===== config.mk =====
export PLATFORM = sky130hd
export DESIGN_NAME = mips_debug_controller
export DESIGN_NICKNAME = d
export VERILOG_FILES = /design/src/rtl/mips_debug_pkg.sv /design/src/rtl/mips_debug_controller_imem_loader.sv /design/src/rtl/mips_debug_controller.sv
export SDC_FILE = /design/constraint.sdc
export NUM_CORES = 1
export LEC_CHECK = 0
export ABC_AREA = 1
export CORE_MARGIN = 2
export CORE_UTILIZATION = 55
export CTS_CLUSTER_SIZE = 16
export DETAILED_ROUTE_END_ITERATION = 16
export DONT_BUFFER_PORTS = 1
export PLACE_DENSITY = 0.7
export SLEW_MARGIN = 0
export SYNTH_ARGS = -nofsm -noshare
export SYNTH_HDL_FRONTEND = slang
export SYNTH_SLANG_ARGS = --single-unit

===== constraint.sdc =====
create_clock -name i_clock -period 2.3 [get_ports i_clock]
set_input_delay 0.69 -clock i_clock [delete_from_list [all_inputs] [get_ports i_clock]]
set_output_delay 0.69 -clock i_clock [all_outputs]
set_load 0.05 [all_outputs]

===== src/rtl/mips_debug_pkg.sv =====
// ---------------------------------------------------------------------------
// mips_debug_pkg
// Shared definitions for the MicroBlaze-to-MIPS debug controller: frame
// field widths, command codes, debug request types, error reply fields,
// run-mode and FSM encodings, plus small helpers that build reply frames.
// Frame layout (MSB..LSB): {code[5:0], type[9:0], data[15:0]}.
// ---------------------------------------------------------------------------
package mips_debug_pkg;

    localparam int NB_CONTROL_FRAME = 32;
    localparam int NB_INSTR_CODE    = 6;
    localparam int NB_INSTR_ADDRESS = 10;
    localparam int NB_INSTR_DATA    = 16;
    localparam int NB_MIPS_WORD     = 2 * NB_INSTR_DATA;
    localparam int NB_IMEM_ADDR     = 10;
    localparam int REQ_TIMEOUT      = 255;
    localparam int NB_REQ_CNT       = $clog2(REQ_TIMEOUT + 1);

    // Command codes
    localparam logic [NB_INSTR_CODE-1:0] CMD_START          = 6'b000001;
    localparam logic [NB_INSTR_CODE-1:0] CMD_RESET          = 6'b000010;
    localparam logic [NB_INSTR_CODE-1:0] CMD_REQ_DATA       = 6'b000011;
    localparam logic [NB_INSTR_CODE-1:0] CMD_LOAD_INSTR_LSB = 6'b000100;
    localparam logic [NB_INSTR_CODE-1:0] CMD_LOAD_INSTR_MSB = 6'b000101;
    localparam logic [NB_INSTR_CODE-1:0] CMD_MODE_GET       = 6'b001000;
    localparam logic [NB_INSTR_CODE-1:0] CMD_MODE_SET       = 6'b001001;
    localparam logic [NB_INSTR_CODE-1:0] CMD_STEP           = 6'b100000;

    // Debug read request types (carried in the type field of REQ_DATA)
    localparam logic [NB_INSTR_ADDRESS-1:0] REQ_MEM_DATA          = 10'd1;
    localparam logic [NB_INSTR_ADDRESS-1:0] REQ_MEM_INSTR         = 10'd2;
    localparam logic [NB_INSTR_ADDRESS-1:0] REQ_REG               = 10'd3;
    localparam logic [NB_INSTR_ADDRESS-1:0] REQ_REG_PC            = 10'd5;
    localparam logic [NB_INSTR_ADDRESS-1:0] REQ_LATCH_IF_ID_DATA  = 10'd6;
    localparam logic [NB_INSTR_ADDRESS-1:0] REQ_LATCH_ID_EX_DATA  = 10'd7;
    localparam logic [NB_INSTR_ADDRESS-1:0] REQ_LATCH_ID_EX_CTRL  = 10'd8;
    localparam logic [NB_INSTR_ADDRESS-1:0] REQ_LATCH_EX_MEM_DATA = 10'd9;
    localparam logic [NB_INSTR_ADDRESS-1:0] REQ_LATCH_EX_MEM_CTRL = 10'd10;
    localparam logic [NB_INSTR_ADDRESS-1:0] REQ_LATCH_MEM_WB_DATA = 10'd11;
    localparam logic [NB_INSTR_ADDRESS-1:0] REQ_LATCH_MEM_WB_CTRL = 10'd12;

    // Error reply fields
    localparam logic [NB_INSTR_CODE-1:0] ERR_CODE         = '1;
    localparam logic [NB_INSTR_DATA-1:0] ERR_DATA         = '1;
    localparam logic [NB_INSTR_DATA-1:0] ERR_DATA_TIMEOUT = 16'hDEAD;

    typedef enum logic {
        MODE_CONTINUOUS = 1'b0,
        MODE_STEP       = 1'b1
    } mode_t;

    typedef enum logic [1:0] {
        ST_IDLE     = 2'd0,
        ST_EXEC     = 2'd1,
        ST_REQ_WAIT = 2'd2,
        ST_REPLY    = 2'd3
    } state_t;

    function automatic logic is_valid_req_type(input logic [NB_INSTR_ADDRESS-1:0] t);
        case (t)
            REQ_MEM_DATA, REQ_MEM_INSTR, REQ_REG, REQ_REG_PC,
            REQ_LATCH_IF_ID_DATA, REQ_LATCH_ID_EX_DATA, REQ_LATCH_ID_EX_CTRL,
            REQ_LATCH_EX_MEM_DATA, REQ_LATCH_EX_MEM_CTRL,
            REQ_LATCH_MEM_WB_DATA, REQ_LATCH_MEM_WB_CTRL: return 1'b1;
            default: return 1'b0;
        endcase
    endfunction

    function automatic logic [NB_CONTROL_FRAME-1:0] ack_frame(
        input logic [NB_INSTR_CODE-1:0]    c,
        input logic [NB_INSTR_ADDRESS-1:0] t
    );
        return {c, t, {NB_INSTR_DATA{1'b0}}};
    endfunction

    function automatic logic [NB_CONTROL_FRAME-1:0] err_frame(
        input logic [NB_INSTR_ADDRESS-1:0] t,
        input logic [NB_INSTR_DATA-1:0]    d
    );
        return {ERR_CODE, t, d};
    endfunction

endpackage


===== src/rtl/mips_debug_controller_imem_loader.sv =====
// ---------------------------------------------------------------------------
// mips_imem_loader
// Assembles 32-bit instruction words from two 16-bit halves and writes them
// to consecutive instruction-memory addresses.
//   i_clock, i_reset : clock, synchronous active-high reset
//   i_clear          : RESET command (clears address and held half)
//   i_lsb_load       : latch i_data as the low half, set the LSB flag
//   i_msb_write      : write {i_data, held LSB}; caller has already checked
//                      that the LSB flag is set and MIPS is not running
//   o_lsb_flag       : a low half is held and waiting for its high half
//   o_wr_en/addr/data: one-cycle instruction memory write
// The address counter wraps naturally at 2^NB_IMEM_ADDR.
// ---------------------------------------------------------------------------
module mips_imem_loader
    import mips_debug_pkg::*;
(
    input  logic                     i_clock,
    input  logic                     i_reset,
    input  logic                     i_clear,
    input  logic                     i_lsb_load,
    input  logic                     i_msb_write,
    input  logic [NB_INSTR_DATA-1:0] i_data,
    output logic                     o_lsb_flag,
    output logic                     o_wr_en,
    output logic [NB_IMEM_ADDR-1:0]  o_wr_addr,
    output logic [NB_MIPS_WORD-1:0]  o_wr_data
);

    logic [NB_INSTR_DATA-1:0] r_lsb_hold;
    logic                     r_lsb_flag;
    logic [NB_IMEM_ADDR-1:0]  r_load_addr;
    logic                     r_wr_en;
    logic [NB_IMEM_ADDR-1:0]  r_wr_addr;
    logic [NB_MIPS_WORD-1:0]  r_wr_data;

    always_ff @(posedge i_clock) begin
        if (i_reset) begin
            r_lsb_hold  <= '0;
            r_lsb_flag  <= 1'b0;
            r_load_addr <= '0;
            r_wr_en     <= 1'b0;
            r_wr_addr   <= '0;
            r_wr_data   <= '0;
        end else begin
            r_wr_en <= 1'b0;
            if (i_clear) begin
                r_lsb_flag  <= 1'b0;
                r_load_addr <= '0;
            end else if (i_lsb_load) begin
                r_lsb_hold <= i_data;
                r_lsb_flag <= 1'b1;
            end else if (i_msb_write) begin
                r_wr_en     <= 1'b1;
                r_wr_addr   <= r_load_addr;
                r_wr_data   <= {i_data, r_lsb_hold};
                r_load_addr <= r_load_addr + 1'b1;
                r_lsb_flag  <= 1'b0;
            end
        end
    end

    assign o_lsb_flag = r_lsb_flag;
    assign o_wr_en    = r_wr_en;
    assign o_wr_addr  = r_wr_addr;
    assign o_wr_data  = r_wr_data;

endmodule


===== src/rtl/mips_debug_controller.sv =====
// ---------------------------------------------------------------------------
// mips_debug_controller
// Accepts command frames from the MicroBlaze GPIO, drives MIPS reset /
// run / step control, loads instruction memory, issues debug reads and
// returns exactly one reply frame per accepted command.
//   i_clock, i_reset        : clock, synchronous active-high reset
//   i_frame_from_blaze/valid: command frame in (ignored while o_busy)
//   o_busy                  : accept .. reply cycle inclusive
//   o_frame_to_blaze/_valid : reply frame (held) and one-cycle strobe
//   o_mips_reset/enable     : MIPS reset and clock-enable
//   o_imem_wr_*             : instruction memory write port
//   o_req_*, i_req_data*    : debug read request / response
// Optional build macro: MIPS_DEBUG_REQ_TIMEOUT_EN -- abandons a debug read
// after REQ_TIMEOUT cycles and replies ERR with data 16'hDEAD.
// Timing: accept edge -> EXEC; side effects registered on the next edge;
// reply strobe registered one edge after that.
// ---------------------------------------------------------------------------
module mips_debug_controller
    import mips_debug_pkg::*;
(
    input  logic                        i_clock,
    input  logic                        i_reset,
    input  logic [NB_CONTROL_FRAME-1:0] i_frame_from_blaze,
    input  logic                        i_frame_valid,
    output logic                        o_busy,
    output logic [NB_CONTROL_FRAME-1:0] o_frame_to_blaze,
    output logic                        o_frame_to_blaze_valid,
    output logic                        o_mips_reset,
    output logic                        o_mips_enable,
    output logic                        o_imem_wr_en,
    output logic [NB_IMEM_ADDR-1:0]     o_imem_wr_addr,
    output logic [NB_MIPS_WORD-1:0]     o_imem_wr_data,
    output logic                        o_req_valid,
    output logic [NB_INSTR_ADDRESS-1:0] o_req_type,
    output logic [NB_INSTR_DATA-1:0]    o_req_index,
    input  logic [NB_MIPS_WORD-1:0]     i_req_data,
    input  logic                        i_req_data_valid
);

    state_t                      r_state;
    mode_t                       r_mode;
    logic                        r_running;
    logic                        r_busy;
    logic [NB_CONTROL_FRAME-1:0] r_frame;
    logic [NB_CONTROL_FRAME-1:0] r_reply;
`ifdef MIPS_DEBUG_REQ_TIMEOUT_EN
    logic [NB_REQ_CNT-1:0]       r_wait_cnt;
`endif

    logic [NB_INSTR_CODE-1:0]    w_code;
    logic [NB_INSTR_ADDRESS-1:0] w_type;
    logic [NB_INSTR_DATA-1:0]    w_data;
    logic                        w_exec;
    logic                        w_lsb_flag;
    logic                        w_msb_ok;
    logic                        w_lsb_load;
    logic                        w_msb_write;
    logic                        w_clear;

    assign w_code = r_frame[NB_CONTROL_FRAME-1 -: NB_INSTR_CODE];
    assign w_type = r_frame[NB_INSTR_DATA +: NB_INSTR_ADDRESS];
    assign w_data = r_frame[NB_INSTR_DATA-1:0];

    // Loader strobes are decoded from the latched frame during EXEC so the
    // write lands on the same edge as every other side effect.
    assign w_exec      = (r_state == ST_EXEC);
    assign w_msb_ok    = w_lsb_flag && !r_running;
    assign w_lsb_load  = w_exec && (w_code == CMD_LOAD_INSTR_LSB);
    assign w_msb_write = w_exec && (w_code == CMD_LOAD_INSTR_MSB) && w_msb_ok;
    assign w_clear     = w_exec && (w_code == CMD_RESET);

    mips_imem_loader u_loader (
        .i_clock     (i_clock),
        .i_reset     (i_reset),
        .i_clear     (w_clear),
        .i_lsb_load  (w_lsb_load),
        .i_msb_write (w_msb_write),
        .i_data      (w_data),
        .o_lsb_flag  (w_lsb_flag),
        .o_wr_en     (o_imem_wr_en),
        .o_wr_addr   (o_imem_wr_addr),
        .o_wr_data   (o_imem_wr_data)
    );

    always_ff @(posedge i_clock) begin
        if (i_reset) begin
            r_state                <= ST_IDLE;
            r_mode                 <= MODE_CONTINUOUS;
            r_running              <= 1'b0;
            r_busy                 <= 1'b0;
            r_frame                <= '0;
            r_reply                <= '0;
            o_frame_to_blaze       <= '0;
            o_frame_to_blaze_valid <= 1'b0;
            o_mips_reset           <= 1'b1;
            o_mips_enable          <= 1'b0;
            o_req_valid            <= 1'b0;
            o_req_type             <= '0;
            o_req_index            <= '0;
`ifdef MIPS_DEBUG_REQ_TIMEOUT_EN
            r_wait_cnt             <= '0;
`endif
        end else begin
            o_frame_to_blaze_valid <= 1'b0;
            // Busy stays high through the reply-strobe cycle itself.
            if (o_frame_to_blaze_valid) begin
                r_busy <= 1'b0;
            end
            // In step mode the enable is only ever a single-cycle pulse.
            if (r_mode == MODE_STEP) begin
                o_mips_enable <= 1'b0;
            end

            case (r_state)
                ST_IDLE: begin
                    if (i_frame_valid && !r_busy) begin
                        r_frame <= i_frame_from_blaze;
                        r_busy  <= 1'b1;
                        r_state <= ST_EXEC;
                    end
                end

                ST_EXEC: begin
                    r_state <= ST_REPLY;
                    r_reply <= ack_frame(w_code, w_type);
                    case (w_code)
                        CMD_START: begin
                            o_mips_reset <= 1'b0;
                            r_running    <= 1'b1;
                            if (r_mode == MODE_CONTINUOUS) begin
                                o_mips_enable <= 1'b1;
                            end
                        end
                        CMD_RESET: begin
                            o_mips_reset  <= 1'b1;
                            o_mips_enable <= 1'b0;
                            r_running     <= 1'b0;
                        end
                        CMD_LOAD_INSTR_LSB: begin
                            // Held by the loader; plain ACK here.
                        end
                        CMD_LOAD_INSTR_MSB: begin
                            if (!w_msb_ok) begin
                                r_reply <= err_frame(w_type, ERR_DATA);
                            end
                        end
                        CMD_MODE_SET: begin
                            if (r_running) begin
                                r_reply <= err_frame(w_type, ERR_DATA);
                            end else begin
                                r_mode <= mode_t'(w_data[0]);
                            end
                        end
                        CMD_MODE_GET: begin
                            r_reply <= {w_code, w_type, {(NB_INSTR_DATA-1){1'b0}}, r_mode};
                        end
                        CMD_STEP: begin
                            if (r_running && (r_mode == MODE_STEP)) begin
                                o_mips_enable <= 1'b1;
                            end else begin
                                r_reply <= err_frame(w_type, ERR_DATA);
                            end
                        end
                        CMD_REQ_DATA: begin
                            if (is_valid_req_type(w_type)) begin
                                o_req_valid <= 1'b1;
                                o_req_type  <= w_type;
                                o_req_index <= w_data;
                                r_state     <= ST_REQ_WAIT;
`ifdef MIPS_DEBUG_REQ_TIMEOUT_EN
                                r_wait_cnt  <= '0;
`endif
                            end else begin
                                r_reply <= err_frame(w_type, ERR_DATA);
                            end
                        end
                        default: begin
                            r_reply <= err_frame(w_type, ERR_DATA);
                        end
                    endcase
                end

                ST_REQ_WAIT: begin
                    if (i_req_data_valid) begin
                        o_req_valid <= 1'b0;
                        r_reply     <= i_req_data;
                        r_state     <= ST_REPLY;
                    end
`ifdef MIPS_DEBUG_REQ_TIMEOUT_EN
                    else if (r_wait_cnt == NB_REQ_CNT'(REQ_TIMEOUT - 1)) begin
                        o_req_valid <= 1'b0;
                        r_reply     <= err_frame(w_type, ERR_DATA_TIMEOUT);
                        r_state     <= ST_REPLY;
                    end else begin
                        r_wait_cnt <= r_wait_cnt + 1'b1;
                    end
`endif
                end

                ST_REPLY: begin
                    o_frame_to_blaze       <= r_reply;
                    o_frame_to_blaze_valid <= 1'b1;
                    r_state                <= ST_IDLE;
                end

                default: r_state <= ST_IDLE;
            endcase
        end
    end

    assign o_busy = r_busy;

endmodule

==> results.cfg <==
[power]
leakage_nw = 3.43
power_density_mw_per_mm2 = 1200
ir_drop_mv = 0.818

[drt]
ant_nets = 0
avgRoutedWirePerCell_um = 15.5
drt_wl_total_um = 17500
drt-pass1-iter-count = 5
drc = 0
viasPerCell = 5.43
vias = 6138
dr.first_iter.drc_count = 465

[sta]
finalCritPeriodShare_pct = 86.7
fmax_mhz = 502
maxSlewHeadroom_pct = 62.1
worst_pin_slew_ns = 0.568
drv_slew = 0
worst_clock_skew_ns = 0.0129
final_hold_viol_count = 0
rsz0062_at_grt = false
finalSetupTns_ns = 0
setup_viol = 0
fin_crit_ns = 1.99

[critical_path]
endpoint_kind = flip-flop
crit_type = flip-flop to flip-flop
crit_slowest_cell = dfxtp_1
crit_path_start_kind = flip-flop
worstPathRequired_ns = 2.66
arrival_ns = 2.35
path_cells = inv_1, ha_1, inv_2, nor2_1, nand2_4, clkinv_4, buf_12, o21ai_0, a21oi_1
crit_fanout = 39
cp_slowest_stage_delay_ns = 0.35

[hold_path]
hold_path.class = input port to flip-flop

[synthesis]
synth_top_cell_by_area = dfxtp_1
yosysWarningCount = 0
synth_top_area_share_pct = 52.8
syn-num-nets = 1035
ys_seq_area_share_pct = 52.8
syn_avg_cell_area_um2 = 7.97
syn_inst = 961
ys_types = 35
ys_ff_latch = 202
synth.area.top_cells = dfxtp_1 (53%), o21ai_0 (11%), a21oi_1 (8.3%)
netlist_area_mm2 = 0.00766

[clock_tree]
clk_path_buf_depth = 3
cts-buffers-inserted = 20
cts_setup_buffers = 0
htree_levels = 1
ctsResizeCount = 0
cts_tree = built
clk_pin_slew_worst_paths_ns = 0.06
cts_num_sinks = 202
cts_hold_buf = 0
cts_root_buf = clkbuf_16
clkLatencyLatePin_ns = 0.48

[global_route]
grtUsageMet1_pct = 33.0
top_usage_layer = met2
gr-usage-all-layers_pct = 22.8
grt_remaining_overflow = 0
grt_pass1_vias = 5586
grt_max_degree = 77
grt_use_met3_pct = 5.71
met2_usage_pct = 34.2
grt_pass1_wl_um = 27900
antenna_found_initial = 0

[cells_and_area]
final_common_cell = dfxtp_1
instances_no_fill = 1130
fin_area_mm2 = 0.00837
drive_gt1_share_pct = 8.32
num_antenna_cells = 0
syn_to_final_growth_pct = 9.21
fillers = 1251
num-nets-final = 1013
layout_common_cells = dfxtp_1 (202), o21ai_0 (171), nor2_1 (152)

[floorplan]
die_y_um = 122
core_mm2 = 0.0137
start_util_pct = 55.9
fp.dieArea_mm2 = 0.0149
die_w_um = 122
io_pins = 174
rows = 43

[place]
place_area_mm2 = 0.00777
gp_congestion = 0.894
dpl.cell_count = 1097
io_buffers = 0
hpwlAfterDp_um = 11600

[status]
outcome = finished, final reports clean

[flow_run]
max_cap_viol_count = 0
-- flip-flops by register name, indices dropped and copies added, names as in the netlist, 2 cells and up, named ones only --
signal	count
o_req_index	16
r_state	2
o_frame_to_blaze	32
u_loader.r_lsb_hold	16
r_frame	32
r_reply	32
u_loader.r_load_addr	10
u_loader.o_wr_data	32
u_loader.o_wr_addr	10
o_req_type	10
-- report_power, final --
group / internal (mW) / total (mW) / switching (mW) / leakage [nW]
sequential: 4.11 / 4.82 / 0.708 / 1.64
combinational: 0.700 / 2.25 / 1.55 / 1.49
clock: 1.76 / 3.01 / 1.25 / 0.296
-- cells in the mapped netlist --
master and n:
nor2_2 7, inv_1 59, a31oi_1 10, nand4_1 4, o21ai_0 171, xor2_1 3
or2_2 1, clkinv_4 1, buf_12 1, buf_4 4, nor3_4 2, a21oi_2 10
ha_1 6, nand3_4 1, buf_1 3, and2_1 1, buf_6 2, clkbuf_1 39
o22ai_1 1, clkinv_1 1, nand2_1 88, a211oi_1 2, o21a_1 2, nor2_4 3
buf_2 12, nand2_4 2, o31ai_1 1, nor2_1 152, inv_2 3, a21oi_1 127
nand2_2 5, nor3_1 10, nand3b_1 1, nand3_1 24, dfxtp_1 202
-- per-stage QoR --
step	utilization [%]	setup WS, ns	power, mW	hold WS (ns)
after global routing	61.0	0.0453	10.7	0.252
final	61.0	0.307	10.1	0.272
after detailed placement	56.6	0.260	7.14	0.454
after floorplan	-	0.577	6.62	0.439
after global placement	56.6	0.385	7.09	0.448
after CTS	61.0	0.311	10.1	0.257
-- logic make-up after synthesis --
group / synth area share, %
compound gates: 22.0
simple gates: 16.9
flops: 52.8
buf+inv: 6.99
fa+ha+maj: 0.980
xor+xnor: 0.343
-- worst max-delay path, delay by kind of cell (launching register included) --
family,cells,cell delay [ns]
AND/OR/NAND/NOR,2,0.34
AO/OA/AOI/OAI,2,0.24
buffers and inverters,4,0.69
flip-flops,1,0.35
adder cells (fa/ha/maj),1,0.22
-- cell type report --
type / count / area [µm²] / share of cell area, %
Sequential cell: 202 / 4040 / 48.3
Multi-Input combinational cell: 634 / 3080 / 36.9
Clock buffer: 31 / 593 / 7.09
Inverter: 64 / 248 / 2.96
Tap cell: 180 / 225 / 2.69
Timing Repair Buffer: 17 / 165 / 1.97
Clock inverter: 2 / 10.0 / 0.120
-- path summary, 6_finish.rpt --
kind	from	endpoint	slack [ns]	depth (start not counted)
worst max-delay path	r_state[1]	u_loader.o_wr_data[18]	0.31	9
worst min-delay path	i_reset	o_req_type[2]	0.27	1
worst max register to register	r_state[1]	u_loader.o_wr_data[18]	0.31	9
worst min register to register	r_reply[31]	r_reply[31]	0.46	2
-- per-layer routing --
metal  share of wire [%]  wire (µm)
met1                  48       8310
met2                  43       7570
met3                 7.6       1330
met4                 1.6        272
met5                   0          0
No activity file was read; power rests on OpenSTA's default activity.
==> RTL change: new RTL, same flow settings <==
Build with the macro `MIPS_DEBUG_REQ_TIMEOUT_EN` defined.
--- a/src/rtl/mips_debug_controller.sv
+++ b/src/rtl/mips_debug_controller.sv
@@ -15,6 +15,8 @@
 // Timing: accept edge -> EXEC; side effects registered on the next edge;
 // reply strobe registered one edge after that.
 // ---------------------------------------------------------------------------
+`define MIPS_DEBUG_REQ_TIMEOUT_EN
+
 module mips_debug_controller
     import mips_debug_pkg::*;
 (
Formal check against the unedited RTL: same outputs for any inputs over 4 cycles, from zero or initial values and one cycle with i_reset high; that may be too few to reach the edited logic, so the function may still have changed.
==> RTL change against the unedited design <==
- core utilization rose by 1.1 points
- wire length rose by 9.0%
- cell area rose by 7.9%
- setup slack got worse by 0.020 ns
- sequential cell count rose by 8
- synthesized area rose by 6.7%
- critical endpoint is now u_loader.r_load_addr[0]
- global-route usage rose by 0.88 points
- die area rose by 6.5%
- total power rose by 6.9%
==> RTL change: results (changes against the unedited design) <==
| Metric | Value |
|---|---|
| Status | `completed` |
| Worst setup path class | `reg -> reg` |
| Leakage | `3.690 nW (+7.7%)` |
| Largest cells by area after synthesis | `dfxtp_1 (51%), o21ai_0 (10%), a21oi_1 (8.3%)` |
| Int Pwr | `7.030 mW (+6.9%)` |
| Critical Path Source | `r_state[1]` |
| DP Wirelength | `13040 um (+13%)` |
| Largest net degree at the start of global routing | `69 (-10%)` |
| Post-CTS sizing | `0 (unchanged)` |
| Slowest stage cell, crit path | `o21ai_2` |
| Clock transition at path regs | `0.06 ns (about the same)` |
| Fin Clk Skew | `0.01188 ns (-0.001025 ns)` |
| Synth top cells by count | `dfxtp_1 (210), o21ai_0 (168), nor2_1 (149), a21oi_1 (135), nand2_1 (110)` |
| Port buffer count | `0 (unchanged)` |
| Post-Place Cells | `1188 (+8.3%)` |
| Pre-antenna DRT Iters | `5 (unchanged)` |
| Hold path startpoint | `i_reset` |
| Slew HR | `60.55% (-1.6 points)` |
| YS warnings | `0 (unchanged)` |
| Primary FF master, synth | `dfxtp_1` |
| Worst reg-to-reg setup slack | `0.29 ns (-0.02 ns)` |
| Peak supply drop | `0.0007814 V (-4.5%)` |
| # H-tree levels | `1 (unchanged)` |
| Synth Instances | `1051 (+9.4%)` |
| Synth cell types | `37 (+5.7%)` |
| Global-route wire length before repair | `31340 um (+12%)` |
| Ys async rst share | `0% (unchanged)` |
| Reg-to-Reg End | `u_loader.r_load_addr[0]` |
| DR WL/cell | `15.52 um (+0.28%)` |
| Final wirelength | `19060 um (+9.0%)` |
| Crit-path max cell delay | `0.48 ns (+0.13 ns)` |
| Crit path DAT | `2.39 ns (+0.04 ns)` |
| Drt via density | `5.424 (-0.14%)` |
| Post-CTS Setup Bufs | `0 (unchanged)` |
| Post-Syn Nets | `1127 (+8.9%)` |
| HP Class | `in -> reg` |
| Clock Latency Late Sink | `0.50 ns (+0.02 ns)` |
| Vias in the first global route | `6104 (+9.3%)` |
| Initial DRC count | `477 (+2.6%)` |
| Reg2Reg Depth | `7 (-2)` |
| Setup TNS Final | `0 ns (unchanged)` |
| Layout cells sized above 1 | `8.716% (+0.40 points)` |
| Clock Tree Buf Depth | `3 (unchanged)` |
| Final Wtd Congestion | `0.8704 (-2.7%)` |
| CP Max Fanout | `10 (-74%)` |
| Post-synthesis sequential area ratio | `51.39% (-1.4 points)` |
| Clock Root Buffer | `clkbuf_16` |
| Antenna violations before repair | `0 (unchanged)` |
| CTS buffer count | `22 (+10%)` |
| Total track usage | `23.72% (+0.88 points)` |
| # diodes | `0 (unchanged)` |
-- RTL change: cell count changes in the layout (fill, tap and decap cells not counted), sizes merged, moves of 3 or more --
cell / unedited run / this run
and3: 0 / 6
nand3: 25 / 45
xor2: 3 / 7
nand2: 95 / 113
clkinvlp: 0 / 3
dfxtp: 202 / 210
nor2: 162 / 154
nand4: 4 / 10
inv: 62 / 93
or2: 1 / 15
nor3: 12 / 5
clkinv: 4 / 9
-- RTL change: logic make-up after synthesis --
group | share of synthesized area, %
buffers and inverters | 7.693
flip-flops | 51.39
adder cells (fa/ha/maj) | 1.224
multiplexers | 0.1376
AO/OA/AOI/OAI | 19.84
AND/OR/NAND/NOR | 18.97
XOR/XNOR | 0.7495
-- RTL change: area by class of cell --
| cell class | count | area [um^2] |
|---|---|---|
| Clock buffer | 29 | 638.1 |
| Clock inverter | 11 | 95.09 |
| Fill cell | 1336 | 5504 |
| Inverter | 95 | 360.3 |
| Multi-Input combinational cell | 684 | 3352 |
| Sequential cell | 210 | 4204 |
| Tap cell | 184 | 230.2 |
| Timing Repair Buffer | 15 | 150.1 |
-- RTL change: stage by stage --
| step | area (um^2) | setup slack (ns) | total power, mW |
|---|---|---|---|
| after floorplan | 8180 | 0.5411 | 6.780 |
| after CTS | 9030 | 0.2796 | 10.84 |
| after global placement | 8297 | 0.3645 | 7.257 |
| after global routing | 9030 | 0.08661 | 11.40 |
| after detailed placement | 8297 | 0.2877 | 7.313 |
| final | 9030 | 0.2870 | 10.77 |
-- RTL change: worst min path at each step --
stage	depth (start not counted)	slack [ns]	endpoint
finish	1	0.26	o_mips_enable
global route	1	0.24	o_mips_enable
CTS	1	0.25	r_frame[30]
detailed placement	2	0.45	u_loader.r_load_addr[8]
global placement	2	0.45	r_reply[2]
floorplan	2	0.43	u_loader.r_load_addr[4]
-- RTL change: power groups by stage --
stage | clock [mW] | combinational [mW] | sequential [mW]
2_1_floorplan | 0 | 1.79 | 4.99
3_3_place_gp | 0 | 2.18 | 5.08
3_5_place_dp | 0 | 2.23 | 5.09
4_1_cts | 3.58 | 2.24 | 5.01
5_1_grt | 3.74 | 2.57 | 5.09
6_report | 3.51 | 2.25 | 5.01
-- RTL change: critical path, delay by kind of cell (launching register included) --
kind                       cells  cell delay, ns
buffers and inverters          3            0.51
adders and majority gates      1            0.40
DFF                            1            0.33
AOI/OAI and AO/OA              3            0.65
-- RTL change: layer usage --
metal  wire [um]  GRT usage [%]  share of wire (%)  vias to the layer above
li1            -              -                  -                     3410
met3        1235          6.160                6.5                       33
met4         374          6.529                2.0                        0
met5           0              0                  0                        -
met1        9194          34.54                 48                     3055
met2        8251          35.01                 43                      163
